[src/rtl/jtbubl_gfx_cache_pkg.sv]
// Shared definitions for the graphics ROM read cache: default geometry,
// derived index/tag widths and the controller state encoding.
package jtbubl_gfx_pkg;

   localparam int GFX_AW         = 18;
   localparam int GFX_DW         = 32;
   localparam int GFX_LINES_LOG2 = 4;
   localparam int GFX_LINES      = 1 << GFX_LINES_LOG2;
   localparam int GFX_TAG_W      = GFX_AW - GFX_LINES_LOG2;

   typedef enum logic {
      ST_LOOKUP = 1'b0,
      ST_FETCH  = 1'b1
   } state_t;

endpackage

[src/rtl/jtbubl_gfx_cache_ram.sv]
// Data array of the cache: one write port used by SDRAM fills and one
// asynchronous read port indexed by the client address, so it maps onto
// distributed LUT-RAM.
module jtbubl_cache_ram #(
   parameter int DW = 32,
   parameter int IW = 4
) (
   input  logic          clk,
   input  logic          we,
   input  logic [IW-1:0] wr_addr,
   input  logic [DW-1:0] wr_data,
   input  logic [IW-1:0] rd_addr,
   output logic [DW-1:0] rd_data
);

   logic [DW-1:0] mem [1<<IW];

   // Fill write; storage itself has no reset.
   // NOTE: memories are not reset -- the valid bits in the top gate every
   // read, and a reset port would prevent LUT-RAM inference.
   always_ff @(posedge clk) begin
      if (we) mem[wr_addr] <= wr_data;
   end

   assign rd_data = mem[rd_addr];

endmodule

[src/rtl/jtbubl_gfx_cache.sv]
// Direct-mapped read cache between the video graphics ROM port and the
// SDRAM graphics slot. Hits answer in one cycle; misses fetch one word.
// Tags and valid bits live in flops so flush clears everything at once.
module jtbubl_gfx_cache
   import jtbubl_gfx_pkg::*;
#(
   parameter int AW         = GFX_AW,
   parameter int DW         = GFX_DW,
   parameter int LINES_LOG2 = GFX_LINES_LOG2
) (
   input  logic          clk,
   input  logic          rst_n,
   input  logic          flush,
   input  logic [AW-1:0] cl_addr,
   input  logic          cl_cs,
   output logic [DW-1:0] cl_data,
   output logic          cl_ok,
   output logic [AW-1:0] sd_addr,
   output logic          sd_cs,
   input  logic [DW-1:0] sd_data,
   input  logic          sd_ok
);

   localparam int IW    = LINES_LOG2;
   localparam int TW    = AW - LINES_LOG2;
   localparam int LINES = 1 << LINES_LOG2;

   state_t          state, state_nx;
   logic [LINES-1:0] valid;
   logic [TW-1:0]   tags [LINES];
   logic            first;     // first FETCH cycle: sd_ok may be stale
   logic            flushed;   // flush seen during the current fetch

   logic [IW-1:0]   cl_idx, sd_idx;
   logic [TW-1:0]   cl_tag;
   logic [DW-1:0]   rd_data;
   logic            hit, hit_take, start_fetch, fill;

   assign cl_idx = cl_addr[IW-1:0];
   assign cl_tag = cl_addr[AW-1:IW];
   assign sd_idx = sd_addr[IW-1:0];
   assign hit    = valid[cl_idx] && (tags[cl_idx] == cl_tag);

   jtbubl_cache_ram #(.DW(DW), .IW(IW)) u_ram (
      .clk     (clk),
      .we      (fill),
      .wr_addr (sd_idx),
      .wr_data (sd_data),
      .rd_addr (cl_idx),
      .rd_data (rd_data)
   );

   // State register.
   always_ff @(posedge clk or negedge rst_n) begin
      if (!rst_n) state <= ST_LOOKUP;
      else        state <= state_nx;
   end

   // Next state and per-cycle control strobes.
   // NOTE: every always_comb output gets a default first so no path can
   // leave it unassigned and infer a latch.
   always_comb begin
      state_nx    = state;
      hit_take    = 1'b0;
      start_fetch = 1'b0;
      fill        = 1'b0;
      case (state)
         ST_LOOKUP: begin
            if (!flush && cl_cs) begin
               if (hit) begin
                  hit_take = 1'b1;
               end else begin
                  start_fetch = 1'b1;
                  state_nx    = ST_FETCH;
               end
            end
         end
         ST_FETCH: begin
            if (!first && sd_ok) begin
               fill     = 1'b1;
               state_nx = ST_LOOKUP;
            end
         end
         default: state_nx = ST_LOOKUP;
      endcase
   end

   // Registered client outputs and SDRAM request.
   // NOTE: sequential state uses non-blocking assignments so every flop
   // samples pre-edge values regardless of statement order.
   always_ff @(posedge clk or negedge rst_n) begin
      if (!rst_n) begin
         cl_ok   <= 1'b0;
         cl_data <= '0;
         sd_addr <= '0;
         sd_cs   <= 1'b0;
         first   <= 1'b0;
         flushed <= 1'b0;
      end else begin
         cl_ok <= hit_take;
         if (hit_take) cl_data <= rd_data;
         first <= start_fetch;
         if (start_fetch) begin
            sd_addr <= cl_addr;
            sd_cs   <= 1'b1;
            flushed <= 1'b0;
         end else if (state == ST_FETCH && flush) begin
            flushed <= 1'b1;
         end
         if (fill) sd_cs <= 1'b0;
      end
   end

   // Tag and valid flops; a fill touched by flush leaves its line invalid.
   always_ff @(posedge clk or negedge rst_n) begin
      if (!rst_n) begin
         valid <= '0;
         for (int i = 0; i < LINES; i++) tags[i] <= '0;
      end else begin
         if (fill) tags[sd_idx] <= sd_addr[AW-1:IW];
         if (flush)                  valid         <= '0;
         else if (fill && !flushed)  valid[sd_idx] <= 1'b1;
      end
   end

endmodule

[config.mk]
export PLATFORM = sky130hd
export DESIGN_NAME = jtbubl_gfx_cache
export DESIGN_NICKNAME = d
export VERILOG_FILES = /design/src/rtl/jtbubl_gfx_cache_pkg.sv /design/src/rtl/jtbubl_gfx_cache_ram.sv /design/src/rtl/jtbubl_gfx_cache.sv
export SDC_FILE = /design/constraint.sdc
export NUM_CORES = 1
export LEC_CHECK = 0
export CORE_MARGIN = 1.5
export CORE_UTILIZATION = 55
export DETAILED_ROUTE_END_ITERATION = 8
export PLACE_DENSITY_LB_ADDON = 0.1
export REMOVE_ABC_BUFFERS = 1
export SLEW_MARGIN = 10
export SYNTH_ARGS = -nofsm -noshare
export SYNTH_HDL_FRONTEND = slang
export SYNTH_SLANG_ARGS = --single-unit
[constraint.sdc]
create_clock -name clk -period 3.95 [get_ports clk]
set_input_delay 1.185 -clock clk [delete_from_list [all_inputs] [get_ports clk]]
set_output_delay 1.185 -clock clk [all_outputs]
set_load 0.01 [all_outputs]
Yosys cells after proc, flatten, opt, wreduce, memory -nomap -nowiden. Memory sizes are Yosys's and may differ from the RTL's. A register that Yosys moved wholly into a read port is not among the register bits. Index checks and enable logic that the tools add are counted.

$lt $le $gt $ge: 6. Equal/unequal tests: 1. Muxes and demuxes: 28. Bitwise operators: 4. Reduce and logical (&&, ||, !) cells: 14.

Operators by type and width (number): $bwmux 224 (1); $bmux 14 s4 (1); $demux 14 s4 (1); $mux 14 (3); $mux 16 (2); $mux 1 (17); $or 16x16->16 (1); $eq 14x14->1 (1); $ge 5x5->1 const B (2); $lt 4x5->1 const B (2); $not 4->5 (2); $logic_and 1x1->1 (7); $reduce_bool 2->1 (3); $lt 5x1->1 const B (1); $bmux 1 s4 (1); $demux 1 s4 (1); $ge 4x1->1 const B (1); $logic_not 1->1 (4); $pmux 1 s2 (1); $not 1->1 (1).

Register bits after elaboration: 263. RAM bits: 512. Input port bits: 55. Output and inout bits: 52. Memories: 1.

Memories: u_ram.mem (depth 16, width 32, rd ports 1, clocked after memory_dff 1, write ports 1, line jtbubl_gfx_cache_ram.sv:16) `logic [DW-1:0] mem [1<<IW];`.

Depth between registers and ports, before layout.
Depth after elaboration: 11. Gate-level depth with buffers: 13.

Hierarchy. Synthesis repeated with hierarchy kept, for this count alone.

Cell total of the unflattened synthesis: 1663. Area total of the unflattened synthesis: 32542.5 um2.

By module, submodules not included: jtbubl_cache_ram (instances 1, cells each 806, area each 19213.4 um2, sequential area each 15374.7 um2); jtbubl_gfx_cache (instances 1, cells each 857, area each 13329.0 um2, sequential area each 7382.1 um2).

Least setup slack after synthesis. OpenSTA, ideal clock, no wires.

Path kind: input port to flip-flop. From: in sd_ok. To: reg tags[170] (netlist bit). Arrival time: 3.684 ns. Data required time: 3.823 ns. Setup slack: 0.140 ns. Stages on the path: 6. Path through: nand2b_1 nor2_1 nand3_1 nor3_1 clkbuf_1 mux2_2.

Longest elaborated chain between the ends: 3.

Ends and longest elaborated chain: from (decl) (line jtbubl_gfx_cache.sv:21) `input logic sd_ok`; $logic_and 1x1->1 (line jtbubl_gfx_cache.sv:79) `if (!first && sd_ok) begin`; $mux 1 (line jtbubl_gfx_cache.sv:79); $mux 1 (line jtbubl_gfx_cache.sv:67) `case (state)`; to (signal, indexed assignment) (line jtbubl_gfx_cache.sv:120) `if (fill) tags[sd_idx] <= sd_addr[AW-1:IW];`; to (decl) (line jtbubl_gfx_cache.sv:30) `logic [TW-1:0] tags [LINES];`.

Every way passes these cells. A chain may end at the register's enable or synchronous reset.

Final worst setup path.
From: in cl_addr[3]. To: reg cl_data[13] (read register of u_ram.mem).

Longest elaborated chain between the ends: 9. Elaborated cells between the ends (all ways): 11. Classes of those cells: eq/ne (1); mux (8); bitwise (1); reduce/logical (1).

Ends and longest elaborated chain: from (decl) (line jtbubl_gfx_cache.sv:14) `input logic [AW-1:0] cl_addr,`; $not 4->5 (not written as such) (line jtbubl_gfx_cache.sv:42) `assign hit = valid[cl_idx] && (tags[cl_idx] == cl_tag);`; $bmux 14 s4 (line jtbubl_gfx_cache.sv:42); $mux 14 (not written as such) (2 in a row) (line jtbubl_gfx_cache.sv:42); $eq 14x14->1 (line jtbubl_gfx_cache.sv:42); $logic_and 1x1->1 (line jtbubl_gfx_cache.sv:42); $mux 1 (line jtbubl_gfx_cache.sv:70) `if (hit) begin`; $mux 1 (line jtbubl_gfx_cache.sv:69) `if (!flush && cl_cs) begin`; $mux 1 (line jtbubl_gfx_cache.sv:67); to (decl) (line jtbubl_gfx_cache.sv:16) `output logic [DW-1:0] cl_data,`.

Parallel ways exist; a longest one is shown, timed or not. The select of a mux whose other input is x is not followed.

==> results by stage <==
Run status:
- The run finished with clean final reports.

Synthesis:
- In the synthesized netlist, mux cells make up 23.6% of the area.
- The post-synthesis sequential area ratio is 69.7%.
- By area, the combinational part of the netlist is dominated by multiplexers.
- Counting distinct cell types in the post-synthesis netlist gives 49.
- The number of warning messages in the yosys log is 0.
- Summing the areas of all and, or, nand and nor instances in the mapped netlist gives 3.66% of the synthesized area.
- After Yosys synthesis, full adders, half adders and majority gates account for 0% of the synthesized area.
- For this run, asynchronously set or reset flops after synthesis account for 36.6%.
- The area of the mapped netlist is 32,600 µm².
- For this run, the leading register cell type out of synthesis is sky130_fd_sc_hd__edfxtp_1.
- The number of synthesized flops with an enable pin is 512.
- In this run the mean area of a mapped cell was 18.9 µm².
- The synthesized instance count is 1,725.
- Of the total synthesized cell area, the portion taken by XOR and XNOR cells is 0.483%.
- The synthesized design contains 807 register bits.
- The post-synthesis compound-gate area fraction is 0.851%.

Clock tree:
- The clock drives 807 sinks.
- For the worst-skew pair, the clock arrives at the later sink with an insertion delay of 0.61 ns.
- In this run, CTS created clock tree buffers numbering 83.
- The post-cts sizing count is 0.
- In this run the post-CTS setup repair buffer count came out at 0.
- The count of hold buffers inserted by post-cts repair is 0.
- The clock-pin transition on the worst setup and hold timing paths is 0.06 ns.
- Counting along the longest clock path gives a buffer depth of 3.
- TritonCTS built the clock tree.
- The level count of the clock H-tree is 3.
- The buffer cell driving the clock tree root is sky130_fd_sc_hd__clkbuf_16.

GRT:
- Entering global routing, the biggest net connects 78 pins.
- The via count of the first global-routing pass came to 17,700.
- The first global-routing pass estimated 116,000 µm of wire.
- The total track usage is 26.4%.
- The aggregate global routing overflow is 0.
- The number of antenna violations at the first check in global routing is 1.

STA:
- The count of endpoints failing hold in the final timing report is 0.
- The final clock skew is 0.0146 ns.
- The number of failing setup endpoints in the final timing report is 0.
- At the pin with the least slew margin, the transition time is 0.750 ns.
- The worst max-slew margin expressed relative to the limit is 49.6%.
- The time the final worst path needs with I/O delays and setup is 3.62 ns.
- The ratio of final minimum period to clock period is 91.6%.
- The final count of pins violating max slew came to 0.
- For this run, the top clock speed supported by timing is 276 MHz.
- Setup repair after global routing left no endpoint under its margin.

Power and ir drop:
- In this run the power spent charging and discharging nets is 5.16 mW.
- The clock network burns 36.2% of the power.
- The power density over the cells is 567 nW/µm².
- The peak supply drop is 0.000389 V.
- Per report_power, the combinational group accounts for 13.4% of the total.
- The analysis attributes to cell leakage a power of 14.5 nW.
- The switching part of the total is 23.8%.
- The internal power of the cells totals 16.5 mW.
- Total power for the finished layout comes to 21.7 mW.
- Sequential cells burn 50.3% of the power.

Worst setup path:
- The endpoint identified for the worst register-to-register timing path is cl_data[13]$_DFFE_PN0P_.
- The register-to-register path setup slack is 0.81 ns.
- On the critical path, the stage with the largest delay is an instance of sky130_fd_sc_hd__or4_1.
- The biggest fanout along the worst timing path is 22.
- The critical path crosses 10 cells after its start point.
- Among cell families on the critical path, the largest total delay comes from simple AND/OR/NAND/NOR gates.
- The element type at the critical path start is an input port.
- On the worst path, the slowest cell contributes a delay of 0.54 ns.
- The most critical setup path has its startpoint at cl_addr[3].
- For the worst setup path, the data arrival time is 4.10 ns.
- For the worst flop-to-flop path, the logic depth is 8.
- By startpoint and endpoint, the worst setup path is classified as in2reg.
- Following the worst setup path forward leads to its endpoint at cl_data[13]$_DFFE_PN0P_.
- STA puts the critical path data required time at 4.44 ns.
- Among the stages of the critical path, the cell type that occurs most often is sky130_fd_sc_hd__buf_12.
- The critical path capture point type is a register.
- In this run the critical register-to-register path is launched from tags[188]$_DFFE_PN0P_.
- The critical path contains buffers and inverters numbering 3 combined.
- Traced cell by cell, the critical path runs through clkdlybuf4s50_1 > buf_12 > nand2b_1 > nor3b_1 > or4_1 > nor4_2 > and4b_1 > and4_2 > buf_12 > mux2_1.

Floorplanning:
- The die is 247 µm wide.
- The row count is 89.
- The total area inside the core boundary comes to 58,800 µm².
- For this design the top-level I/O count stands at 107.
- The die covers 60,800 µm².
- The die is 247 µm tall.
- The initial core utilization is 55.5%.

Route:
- The number of DRC violations after detailed routing is 0.
- The routed layout has 16,900 vias.
- The count of TritonRoute iterations in the first routing pass is 5.
- The routed via count divided by cell count is 6.13.
- For this block, the routed nets add up to 77,600 µm of wire.
- The number of DRC violations after detailed-routing iteration 0 is 1,479.
- After detailed routing, the average wire length per cell comes to 28.1 µm.
- Once detail routing completed, the nets flagged for antenna violations numbered 0.

Min path:
- The path category of the worst min-delay check is reg2reg.

Final layout:
- The antenna diode instance count is 0.
- The most common cell after layout, fill and taps aside is sky130_fd_sc_hd__edfxtp_1.
- The utilization after layout is 65.1%.
- The final layout net count is 1,976.
- After filler insertion, the fill cell instance count of the layout stands at 3,941.
- The library cells used most frequently in the layout, excluding fill and tap cells, are sky130_fd_sc_hd__edfxtp_1, sky130_fd_sc_hd__dfrtp_1, sky130_fd_sc_hd__mux4_2, sky130_fd_sc_hd__nand2_1, sky130_fd_sc_hd__mux2_2.
- The area growth from synthesis to layout is 17.3%.
- Of the cells placed in the final design, the portion with a size suffix greater than 1 is 34.8%.

Placement:
- During placement, the flow inserted port buffers numbering 106.
- The final weighted congestion in routability-driven placement is 0.870.
- Once detailed placement completed, the half-perimeter wirelength came to 44,000 µm.

Flow run:
- The number of max-cap violations is 0.
worst reg2reg max path: stages (launching register included):
cell	delay (ns)
sky130_fd_sc_hd__dfrtp_1	0.39
sky130_fd_sc_hd__mux4_2	0.49
sky130_fd_sc_hd__nor3b_1	0.16
sky130_fd_sc_hd__or4_1	0.53
sky130_fd_sc_hd__nor4_2	0.28
sky130_fd_sc_hd__and4b_1	0.23
sky130_fd_sc_hd__and4_2	0.31
sky130_fd_sc_hd__buf_12	0.26
sky130_fd_sc_hd__mux2_1	0.38
sequential cells by signal, summed over array words and instances (netlist names):
register,count
sd_addr,18
state,1
u_ram.mem,512
sd_cs,1
first,1
valid,16
tags,224
cl_data,32
flushed,1
cl_ok,1
kinds of logic after synthesis:
logic type      after synthesis
compound gates               40
xor+xnor                     18
buf+inv                     117
flops                       807
mux                         452
simple gates                291
power by group through the flow:
stage          sequential (mW)  clock, mW  combinational [mW]
4_1_cts                   10.9       7.99                2.94
5_1_grt                   11.0       8.34                3.14
3_5_place_dp              11.0          0                2.93
2_1_floorplan             10.8          0                1.90
3_3_place_gp              11.0          0                2.84
6_report                  10.9       7.86                2.91
worst min path at each step:
stage / from / cells after the start / endpoint
floorplan: tags[100]$_DFFE_PN0P_ / 2 / tags[100]$_DFFE_PN0P_
CTS: tags[158]$_DFFE_PN0P_ / 2 / tags[158]$_DFFE_PN0P_
finish: tags[158]$_DFFE_PN0P_ / 2 / tags[158]$_DFFE_PN0P_
detailed placement: tags[158]$_DFFE_PN0P_ / 2 / tags[158]$_DFFE_PN0P_
global placement: tags[187]$_DFFE_PN0P_ / 2 / tags[187]$_DFFE_PN0P_
global route: tags[98]$_DFFE_PN0P_ / 2 / tags[98]$_DFFE_PN0P_
routing by layer:
metal  vias to the layer above  GRT usage [%]  wire length [µm]
li1                       7099              -                 -
met1                      9197           38.8             33800
met2                       542           42.1             38300
met3                        94           3.90              4160
met4                         2           6.46              1310
met5                         -              0                13
area by class of cell:
class | count | area, µm² | area share (%)
repair buffers | 219 | 2380 | 6.23
well taps | 773 | 967 | 2.53
clock inverters | 32 | 398 | 1.04
flip-flops and latches | 807 | 22800 | 59.4
multi-input cells | 801 | 9400 | 24.6
clock buffers | 120 | 2350 | 6.13
inverters | 9 | 35.0 | 0.0915
cell usage after synthesis, types with 4 or more instances:
library cell / n / area, µm²
sky130_fd_sc_hd__buf_2: 12 / 60.1
sky130_fd_sc_hd__or2_2: 4 / 25.0
sky130_fd_sc_hd__a31oi_1: 4 / 25.0
sky130_fd_sc_hd__buf_6: 5 / 56.3
sky130_fd_sc_hd__clkbuf_1: 63 / 236
sky130_fd_sc_hd__edfxtp_1: 512 / 15400
sky130_fd_sc_hd__o21ai_0: 4 / 20.0
sky130_fd_sc_hd__mux2_4: 43 / 646
sky130_fd_sc_hd__nand2_1: 218 / 818
sky130_fd_sc_hd__nand2b_1: 6 / 37.5
sky130_fd_sc_hd__nor3_1: 6 / 30.0
sky130_fd_sc_hd__xnor2_1: 13 / 114
sky130_fd_sc_hd__a21oi_1: 15 / 75.1
sky130_fd_sc_hd__dfrtp_1: 295 / 7380
sky130_fd_sc_hd__buf_4: 6 / 45.0
sky130_fd_sc_hd__mux2_2: 165 / 1860
sky130_fd_sc_hd__mux2i_1: 22 / 220
sky130_fd_sc_hd__mux4_2: 219 / 4930
sky130_fd_sc_hd__buf_1: 19 / 71.3
sky130_fd_sc_hd__xor2_1: 5 / 43.8
sky130_fd_sc_hd__nor2_1: 37 / 139
sky130_fd_sc_hd__o22ai_1: 4 / 25.0
sky130_fd_sc_hd__inv_1: 7 / 26.3
per-stage QoR:
| stage | setup TNS, ns | setup slack [ns] | area, µm² | std cells | hold WS [ns] |
|---|---|---|---|---|---|
| 3_3_place_gp | -7.21 | -0.231 | 35500 | 2609 | 0.454 |
| 6_report | 0 | 0.332 | 38300 | 2761 | 0.473 |
| 4_1_cts | 0 | 0.375 | 38300 | 2761 | 0.473 |
| 2_1_floorplan | -151.10 | -1.53 | 32100 | 1617 | 0.442 |
| 5_1_grt | 0 | 0.238 | 38300 | 2761 | 0.494 |
| 3_5_place_dp | -8.51 | -0.259 | 35500 | 2609 | 0.459 |
(Power assumes the default switching activity.)
